### src/rtl/lbsmm_pkg.sv
// Shared field widths, product decode helper and sequencer states for the LBSMM
// dot-product datapath.
package lbsmm_pkg;

  localparam int SM_W          = 4;
  localparam int SM_SIGN_BIT   = 3;
  localparam int MAG_W         = 3;
  localparam int PROD_W        = 7;
  localparam int PROD_SIGN_BIT = 6;

  typedef enum logic [1:0] {
    ACCUM = 2'd0,
    DRAIN = 2'd1,
    DONE  = 2'd2
  } state_t;

  // Sign-magnitude product to two's complement, masked to 'width' bits.
  // A zero magnitude maps to 0 whatever its sign bit says.
  function automatic logic [31:0] sm7_to_tc(input logic [PROD_W-1:0] prod, input int width);
    logic [31:0] mag;
    logic [31:0] tc;
    logic [31:0] mask;
    mag  = {26'd0, prod[PROD_SIGN_BIT-1:0]};
    tc   = (prod[PROD_SIGN_BIT] && (mag != 32'd0)) ? (32'd0 - mag) : mag;
    mask = (width >= 32) ? 32'hFFFF_FFFF : ((32'd1 << width) - 32'd1);
    return tc & mask;
  endfunction

endpackage

### src/rtl/lbsmm.sv
// 4-bit sign-magnitude multiplier producing a 7-bit sign-magnitude product.
// Purely combinational; no handshake.
module lbsmm
  import lbsmm_pkg::*;
(
  input  logic [SM_W-1:0]   a,
  input  logic [SM_W-1:0]   b,
  output logic [PROD_W-1:0] p
);

  assign p = {a[SM_SIGN_BIT] ^ b[SM_SIGN_BIT],
              {3'b000, a[MAG_W-1:0]} * {3'b000, b[MAG_W-1:0]}};

endmodule

### src/rtl/lbsmm_dot_ctrl.sv
// Streams SM operand pairs through one LBSMM and accumulates a dot product.
// Last beat accepted at edge k -> out_valid after edge k+2; result held until out_ready.
module lbsmm_dot_ctrl
  import lbsmm_pkg::*;
#(
  parameter int ACC_W   = 16,
  parameter int MAX_LEN = 64,
  parameter int CNT_W   = $clog2(MAX_LEN + 1)
) (
  input  logic             clk,
  input  logic             rst,
  input  logic             in_valid,
  output logic             in_ready,
  input  logic [3:0]       in_a,
  input  logic [3:0]       in_b,
  input  logic             in_last,
  output logic             out_valid,
  input  logic             out_ready,
  output logic [ACC_W-1:0] out_sum,
  output logic [CNT_W-1:0] out_count,
  output logic             out_ovf
);

  state_t             state_q, state_d;
  logic [SM_W-1:0]    op_a_q, op_a_d;
  logic [SM_W-1:0]    op_b_q, op_b_d;
  logic               op_vld_q, op_vld_d;
  logic [ACC_W-1:0]   acc_q, acc_d;
  logic [CNT_W-1:0]   count_q, count_d;
  logic               ovf_q, ovf_d;
  logic               out_valid_q, out_valid_d;
  logic [ACC_W-1:0]   out_sum_q, out_sum_d;
  logic [CNT_W-1:0]   out_count_q, out_count_d;
  logic               out_ovf_q, out_ovf_d;

  logic [PROD_W-1:0]  prod;
  logic [ACC_W-1:0]   prod_tc;
  logic [ACC_W-1:0]   sum;
  logic               add_ovf;
  logic               accept;
  logic [CNT_W:0]     nxt_beats;
  logic               cap;

  lbsmm u_lbsmm (
    .a (op_a_q),
    .b (op_b_q),
    .p (prod)
  );

  always_comb begin
    prod_tc = ACC_W'(sm7_to_tc(prod, ACC_W));
    sum     = acc_q + prod_tc;
    add_ovf = (acc_q[ACC_W-1] == prod_tc[ACC_W-1]) && (sum[ACC_W-1] != acc_q[ACC_W-1]);
  end

  always_comb begin
    state_d     = state_q;
    op_a_d      = op_a_q;
    op_b_d      = op_b_q;
    op_vld_d    = 1'b0;
    acc_d       = acc_q;
    count_d     = count_q;
    ovf_d       = ovf_q;
    out_valid_d = out_valid_q;
    out_sum_d   = out_sum_q;
    out_count_d = out_count_q;
    out_ovf_d   = out_ovf_q;
    in_ready    = (state_q == ACCUM);
    accept      = in_valid && in_ready;
    // Beats accepted so far includes the one still sitting in the operand register.
    nxt_beats   = {1'b0, count_q} + {{CNT_W{1'b0}}, op_vld_q} + (CNT_W+1)'(1);
    cap         = (nxt_beats == (CNT_W+1)'(MAX_LEN));

    if (accept) begin
      op_a_d   = in_a;
      op_b_d   = in_b;
      op_vld_d = 1'b1;
    end

    if (op_vld_q) begin
      acc_d   = sum;
      count_d = count_q + CNT_W'(1);
      if (add_ovf) ovf_d = 1'b1;
    end

    case (state_q)
      ACCUM: begin
        if (accept && (in_last || cap)) state_d = DRAIN;
      end
      DRAIN: begin
        state_d = DONE;
      end
      DONE: begin
        if (!out_valid_q) begin
          out_valid_d = 1'b1;
          out_sum_d   = acc_q;
          out_count_d = count_q;
          out_ovf_d   = ovf_q;
        end else if (out_ready) begin
          out_valid_d = 1'b0;
          acc_d       = '0;
          count_d     = '0;
          ovf_d       = 1'b0;
          state_d     = ACCUM;
        end
      end
      default: begin
        state_d = ACCUM;
      end
    endcase
  end

  always_ff @(posedge clk) begin
    if (rst) begin
      state_q     <= ACCUM;
      op_a_q      <= '0;
      op_b_q      <= '0;
      op_vld_q    <= 1'b0;
      acc_q       <= '0;
      count_q     <= '0;
      ovf_q       <= 1'b0;
      out_valid_q <= 1'b0;
      out_sum_q   <= '0;
      out_count_q <= '0;
      out_ovf_q   <= 1'b0;
    end else begin
      state_q     <= state_d;
      op_a_q      <= op_a_d;
      op_b_q      <= op_b_d;
      op_vld_q    <= op_vld_d;
      acc_q       <= acc_d;
      count_q     <= count_d;
      ovf_q       <= ovf_d;
      out_valid_q <= out_valid_d;
      out_sum_q   <= out_sum_d;
      out_count_q <= out_count_d;
      out_ovf_q   <= out_ovf_d;
    end
  end

  assign out_valid = out_valid_q;
  assign out_sum   = out_sum_q;
  assign out_count = out_count_q;
  assign out_ovf   = out_ovf_q;

endmodule

### config.mk
export PLATFORM = sky130hd
export DESIGN_NAME = lbsmm_dot_ctrl
export DESIGN_NICKNAME = d
export VERILOG_FILES = /design/src/rtl/lbsmm_pkg.sv /design/src/rtl/lbsmm.sv /design/src/rtl/lbsmm_dot_ctrl.sv
export SDC_FILE = /design/constraint.sdc
export NUM_CORES = 1
export LEC_CHECK = 0
export CELL_PAD_IN_SITES_DETAIL_PLACEMENT = 1
export CELL_PAD_IN_SITES_GLOBAL_PLACEMENT = 1
export CORE_ASPECT_RATIO = 0.7
export CORE_UTILIZATION = 37
export DETAILED_ROUTE_END_ITERATION = 10
export PLACE_DENSITY = 0.74
export SKIP_LAST_GASP = 1
export SLEW_MARGIN = 10
export SYNTH_ARGS = -nofsm -noshare
export SYNTH_HDL_FRONTEND = slang
export SYNTH_HIERARCHICAL = 1
export SYNTH_SLANG_ARGS = --single-unit
### constraint.sdc
create_clock -name clk -period 4.36 [get_ports clk]
set_input_delay 0.654 -clock clk [delete_from_list [all_inputs] [get_ports clk]]
set_output_delay 0.654 -clock clk [all_outputs]
set_load 0.1 [all_outputs]
Yosys cells after proc, flatten, opt, wreduce, memory -nomap -nowiden. Index checks and enable logic that the tools add are counted.

Equality and inequality tests: 8. Bitwise logic cells: 2. Multiply operators: 1. Add/sub/neg operators: 5. Multiplexer cells: 21. Reduce and logical (&&, ||, !) cells: 9.

Operators by type and width (number): $mux W16 (5); $mux W7 (4); $add A16 B16 Y16 (1); $add A7 B1 Y8 (1); $add A8 B1 Y8 const B (1); $eq A8 B7 Y1 const B (1); $mux W1 (8); $add A7 B1 Y7 const B (1); $sub A1 B6 Y7 const A (1); $mul A3 B3 Y6 (1); $mux W2 (3); $pmux W2 S3 (1); $reduce_bool A6 Y1 (1); $logic_and A1 B1 Y1 (4); $ne A2 B2 Y1 const B (2); $reduce_and A3 Y1 (1); $eq A2 B1 Y1 const B (1); $eq A2 B2 Y1 const B (1); $logic_not A2 Y1 (1); $ne A2 B1 Y1 const B (1); $reduce_and A2 Y1 (1); $eq A1 B1 Y1 (1); $logic_or A1 B1 Y1 (1); $ne A1 B1 Y1 (1); 2 further kinds (2).

Input port bits: 13. Register bits: 60. Output and inout bits: 26. Logic and storage cells: 57.

Logic depth before layout (Yosys ltp).
Depth after elaboration: 12. Gate-level depth with buffers: 17.

By module. Netlist, hierarchy kept.

Modules (own cells, without submodules): lbsmm_dot_ctrl (cells each 369, area an instance 3005.4 um^2, instances 1); lbsmm (cells each 25, area an instance 205.2 um^2, instances 1).

Worst setup path after synthesis. No wires, ideal clock.

Path kind: register to register. Start: register op_a_q[0]. End: register acc_q[11]. Stages on the path, launching flop included: 17. Library setup time: 116 ps. Path slack: -19 ps. Arrival: 4263 ps. Period minus slack after synthesis: 4379 ps. Path through: dfxtp_1 > and2_1 > fa_1 > ha_1 > inv_1 > fa_1 > inv_1 > or3b_4 > o31ai_4 > mux2_2 > ha_1 > a211oi_1 > o21ai_0 > o211ai_2 > mux2i_1 > a21oi_1 > a31o_2.

Word-level cells in the longest chain between the ends: 9. Elaborated cells on any way between the ends: 10.

Ends and longest elaborated chain: from (decl) (RTL line lbsmm_dot_ctrl.sv:25) `logic [SM_W-1:0] op_a_q, op_a_d;`; from (signal assigned) (RTL line lbsmm_dot_ctrl.sv:128) `op_a_q <= op_a_d;`; $mul A3 B3 Y6 * (RTL line lbsmm.sv:12) `{3'b000, a[MAG_W-1:0]} * {3'b000, b[MAG_W-1:0]}};`; via prod[3] (RTL line lbsmm_dot_ctrl.sv:36) `logic [PROD_W-1:0] prod;`; parallel branches: the longest is 2 deep, another holds $sub A1 B6 Y7; $mux W16 * (RTL line lbsmm_pkg.sv:24) `tc = (prod[PROD_SIGN_BIT] && (mag != 32'd0)) ? (32'd0 - mag) : mag;`; $add A16 B16 Y16 * (RTL line lbsmm_dot_ctrl.sv:52) `sum = acc_q + prod_tc;`; $mux W16 * (RTL line lbsmm_dot_ctrl.sv:80) `if (op_vld_q) begin`; $mux W16 (RTL line lbsmm_dot_ctrl.sv:99) `end else if (out_ready) begin`; $mux W16 (RTL line lbsmm_dot_ctrl.sv:94) `if (!out_valid_q) begin`; $mux W16 * (RTL line lbsmm_dot_ctrl.sv:86) `case (state_q)`; to (signal assigned) (RTL line lbsmm_dot_ctrl.sv:119) `acc_q <= '0;`; to (signal assigned) (RTL line lbsmm_dot_ctrl.sv:131) `acc_q <= acc_d;`; to (decl) (RTL line lbsmm_dot_ctrl.sv:28) `logic [ACC_W-1:0] acc_q, acc_d;`.

Mark *: on every way through the listed nets, which the timed path passes. A chain may end at the register's enable or synchronous reset.

Worst setup path after layout.
Start: register op_a_q[1]. End: register acc_q[6].

The elaborated chain is that of the path after synthesis.

==> results.json <==
{
  "fin_crit_ns": 4.39,
  "drive_gt1_share_pct": 14.1,
  "wl_um": 8340,
  "die_h_um": 79.9,
  "skew_ns": 0.00571,
  "status": "finished, violations left",
  "finalSetupViolations": 2,
  "cap_violations": 0,
  "violations": "negative setup slack",
  "hpwl_um": 5890,
  "synth_area_um2": 3210,
  "grt-ovfl-total": 0,
  "yosysTopAreaCellShare_pct": 37.4,
  "timing.slew.headroom_pct": 33.4,
  "yosysMostFrequentCell": "nand2_1",
  "post-place-ws_ns": -0.175,
  "timing.rr.start": "op_a_q[1]$_SDFFE_PP0P_",
  "io_pins": 39,
  "fmax_mhz": 228,
  "final_hold_viol_count": 0,
  "grt_pass1_vias": 2958,
  "grt_usage_pct": 20.6,
  "fp.coreArea_um2": 8440,
  "dpl.cell_count": 545,
  "vias_per_cell": 5.07,
  "ant_nets": 0,
  "synth_edf_count": 0,
  "synth.avg_cell_area_um2": 8.15,
  "r2r-end": "acc_q[6]$_SDFF_PP0_",
  "rsz0062_at_grt": "yes",
  "ys.flop_type": "dfxtp_1",
  "synth_top_cell_by_area": "dfxtp_1",
  "cts_tree": "done",
  "hold_path_class": "flop to flop",
  "rows": 28,
  "cts_made_buffers": 9,
  "ff2ff_setup_slack_ns": -0.03,
  "postSynth.asyncResetShare_pct": 0,
  "cp-start-kind": "flop",
  "cts_root_buffer": "clkbuf_16",
  "layout.cells.non_filler": 559,
  "hold_depth": 2,
  "synth_seq_cells": 60,
  "yosys-top-cells-area": "dfxtp_1 (37%), nand2_1 (9.4%), a21oi_1 (7.3%), ha_1 (5.8%), nor2_1 (3.9%)",
  "min_period_over_period_pct": 101,
  "ys_types": 48,
  "htreeDepth": 3,
  "antennaDiodeCount": 0,
  "holdCritStartpoint": "out_sum[6]$_SDFFE_PP0P_",
  "fin_ws_ns": -0.0250,
  "firstDrtPassIters": 4,
  "ir_worst_vdd_mv": 0.278,
  "crit_fanout": 4,
  "worst_slew_pin_slew_ns": 0.996,
  "p_leak_nw": 1.55,
  "worstPathRequired_ns": 4.59,
  "netlist_top_cells_count": "nand2_1 (80), dfxtp_1 (60), a21oi_1 (47)",
  "cts.clk_slew.worst_paths_ns": 0.05,
  "routabilityCongestion": 0.811,
  "clock_sinks": 60,
  "clockBufferDepth": 2,
  "grt_max_degree": 25,
  "r2r_cells": 18,
  "hold_path_end": "out_sum[6]$_SDFFE_PP0P_",
  "yosys_warnings": 6,
  "drt-initial-drc-count": 125,
  "grt_pass1_wl_um": 14300,
  "vias": 2836,
  "start_util_pct": 38.0,
  "port-buffer-count": 38,
  "worstSetupEndpointType": "flop",
  "finalPower_mw": 1.30,
  "hold_ws_ns": 0.451,
  "synthCells": 394,
  "antenna_found_initial": 0,
  "crit_type": "flop to flop",
  "drcViolationCount": 0,
  "areaGrowthSynthToFinish_pct": 27.6,
  "wl_per_cell_um": 14.9,
  "fin_nets": 470,
  "power-per-cell-area_nw_per_um2": 317,
  "cp_data_arrival_time_ns": 4.61,
  "die_area_um2": 9060,
  "synth_nets": 425,
  "die_x_um": 113,
  "clkLatencyLatePin_ns": 0.33,
  "drv_slew": 0,
  "synth_seq_area_share_pct": 37.4
}
cell usage in the layout, fill, tap and decap left out, types with 3 or more instances in the layout:
cell,instances
inv_1,10
buf_6,3
ha_1,13
xor2_1,9
buf_4,14
clkbuf_16,9
nor3_1,10
xnor2_1,6
a21oi_1,46
clkdlybuf4s50_1,38
dfxtp_1,58
a31o_2,3
and2_1,11
nor2b_1,4
nor2_1,33
nand3_1,5
nand4_1,3
nand2_1,80
inv_2,3
nand2b_1,7
o21ai_0,5
mux2i_1,9
or3_1,3
o31ai_1,3
worst max-delay path by stage:
stage / startpoint / end / slack, ns / cells after the start
floorplan: op_a_q[0]$_SDFFE_PP0P_ / acc_q[11]$_SDFF_PP0_ / 0.0008 / 16
global placement: op_a_q[0]$_SDFFE_PP0P_ / acc_q[9]$_SDFF_PP0_ / -0.004 / 16
detailed placement: op_a_q[0]$_SDFFE_PP0P_ / acc_q[11]$_SDFF_PP0_ / -0.18 / 16
CTS: op_a_q[0]$_SDFFE_PP0P_ / acc_q[11]$_SDFF_PP0_ / -0.008 / 16
global route: op_a_q[1]$_SDFFE_PP0P_ / acc_q[12]$_SDFF_PP0_ / -0.24 / 18
finish: op_a_q[1]$_SDFFE_PP0P_ / acc_q[6]$_SDFF_PP0_ / -0.03 / 18
through the flow:
| stage | utilization [%] | setup TNS [ns] | cell area, µm² |
|---|---|---|---|
| CTS | 47.6 | -0.00776 | 4020 |
| global placement | 44.2 | -0.00626 | 3730 |
| floorplan | - | 0 | 3220 |
| detailed placement | 44.2 | -1.02 | 3730 |
| finish | 48.5 | -0.0352 | 4100 |
| global route | 48.5 | -1.96 | 4100 |
sequential cells by signal, summed over array words and instances, names as in the netlist:
name       cells
out_ovf        1
out_sum       16
out_count      7
acc_q         16
out_valid      1
ovf_q          1
count_q        7
op_vld_q       1
op_a_q         4
op_b_q         4
state_q        2
repair_timing:
action                                  4_1_cts  5_1_grt
hold buffers                                  0        0
setup buffers                                 2        1
pin swaps                                     5        9
resized for setup                             9       21
endpoints found under the setup margin       11       13
cloned                                        0        0
critical path: stages, from the launching register on:
cell	delay, ns
dfxtp_2	0.33
and2_4	0.16
fa_1	0.54
ha_2	0.18
inv_2	0.04
fa_1	0.50
inv_2	0.05
or3b_4	0.39
o31ai_4	0.28
mux2_4	0.34
inv_2	0.07
fa_2	0.20
nor2b_2	0.05
o31a_1	0.33
o22ai_4	0.19
buf_4	0.16
xor2_2	0.16
a21oi_1	0.09
a31o_2	0.24
where the power goes:
group          internal [mW]  total (mW)  switching (mW)
registers              0.561       0.575          0.0138
logic                 0.0524       0.131          0.0789
clock network          0.366       0.594           0.228
cell type report:
class | instances | area (µm²)
fillers | 998 | 4350
clock inverters | 1 | 5.00
repair buffers | 55 | 519
flip-flops and latches | 60 | 1200
inverters | 13 | 48.8
multi-input cells | 300 | 1940
clock buffers | 10 | 229
well taps | 120 | 150
metal layers:
layer | GRT usage (%) | routed length, µm
met1 | 25.3 | 3990
met2 | 35.0 | 3980
met3 | 5.54 | 234
met4 | 7.24 | 132
met5 | 0 | 0
logic make-up after synthesis:
family          Yosys count  share of synthesized area (%)
simple gates            174                           25.6
compound gates           77                           15.0
flops                    60                           37.4
buf+inv                  34                           5.14
fa+ha+maj                18                           7.72
xor+xnor                 17                           4.64
mux                      14                           4.44
Note: power is estimated with default switching activity, not from simulation.
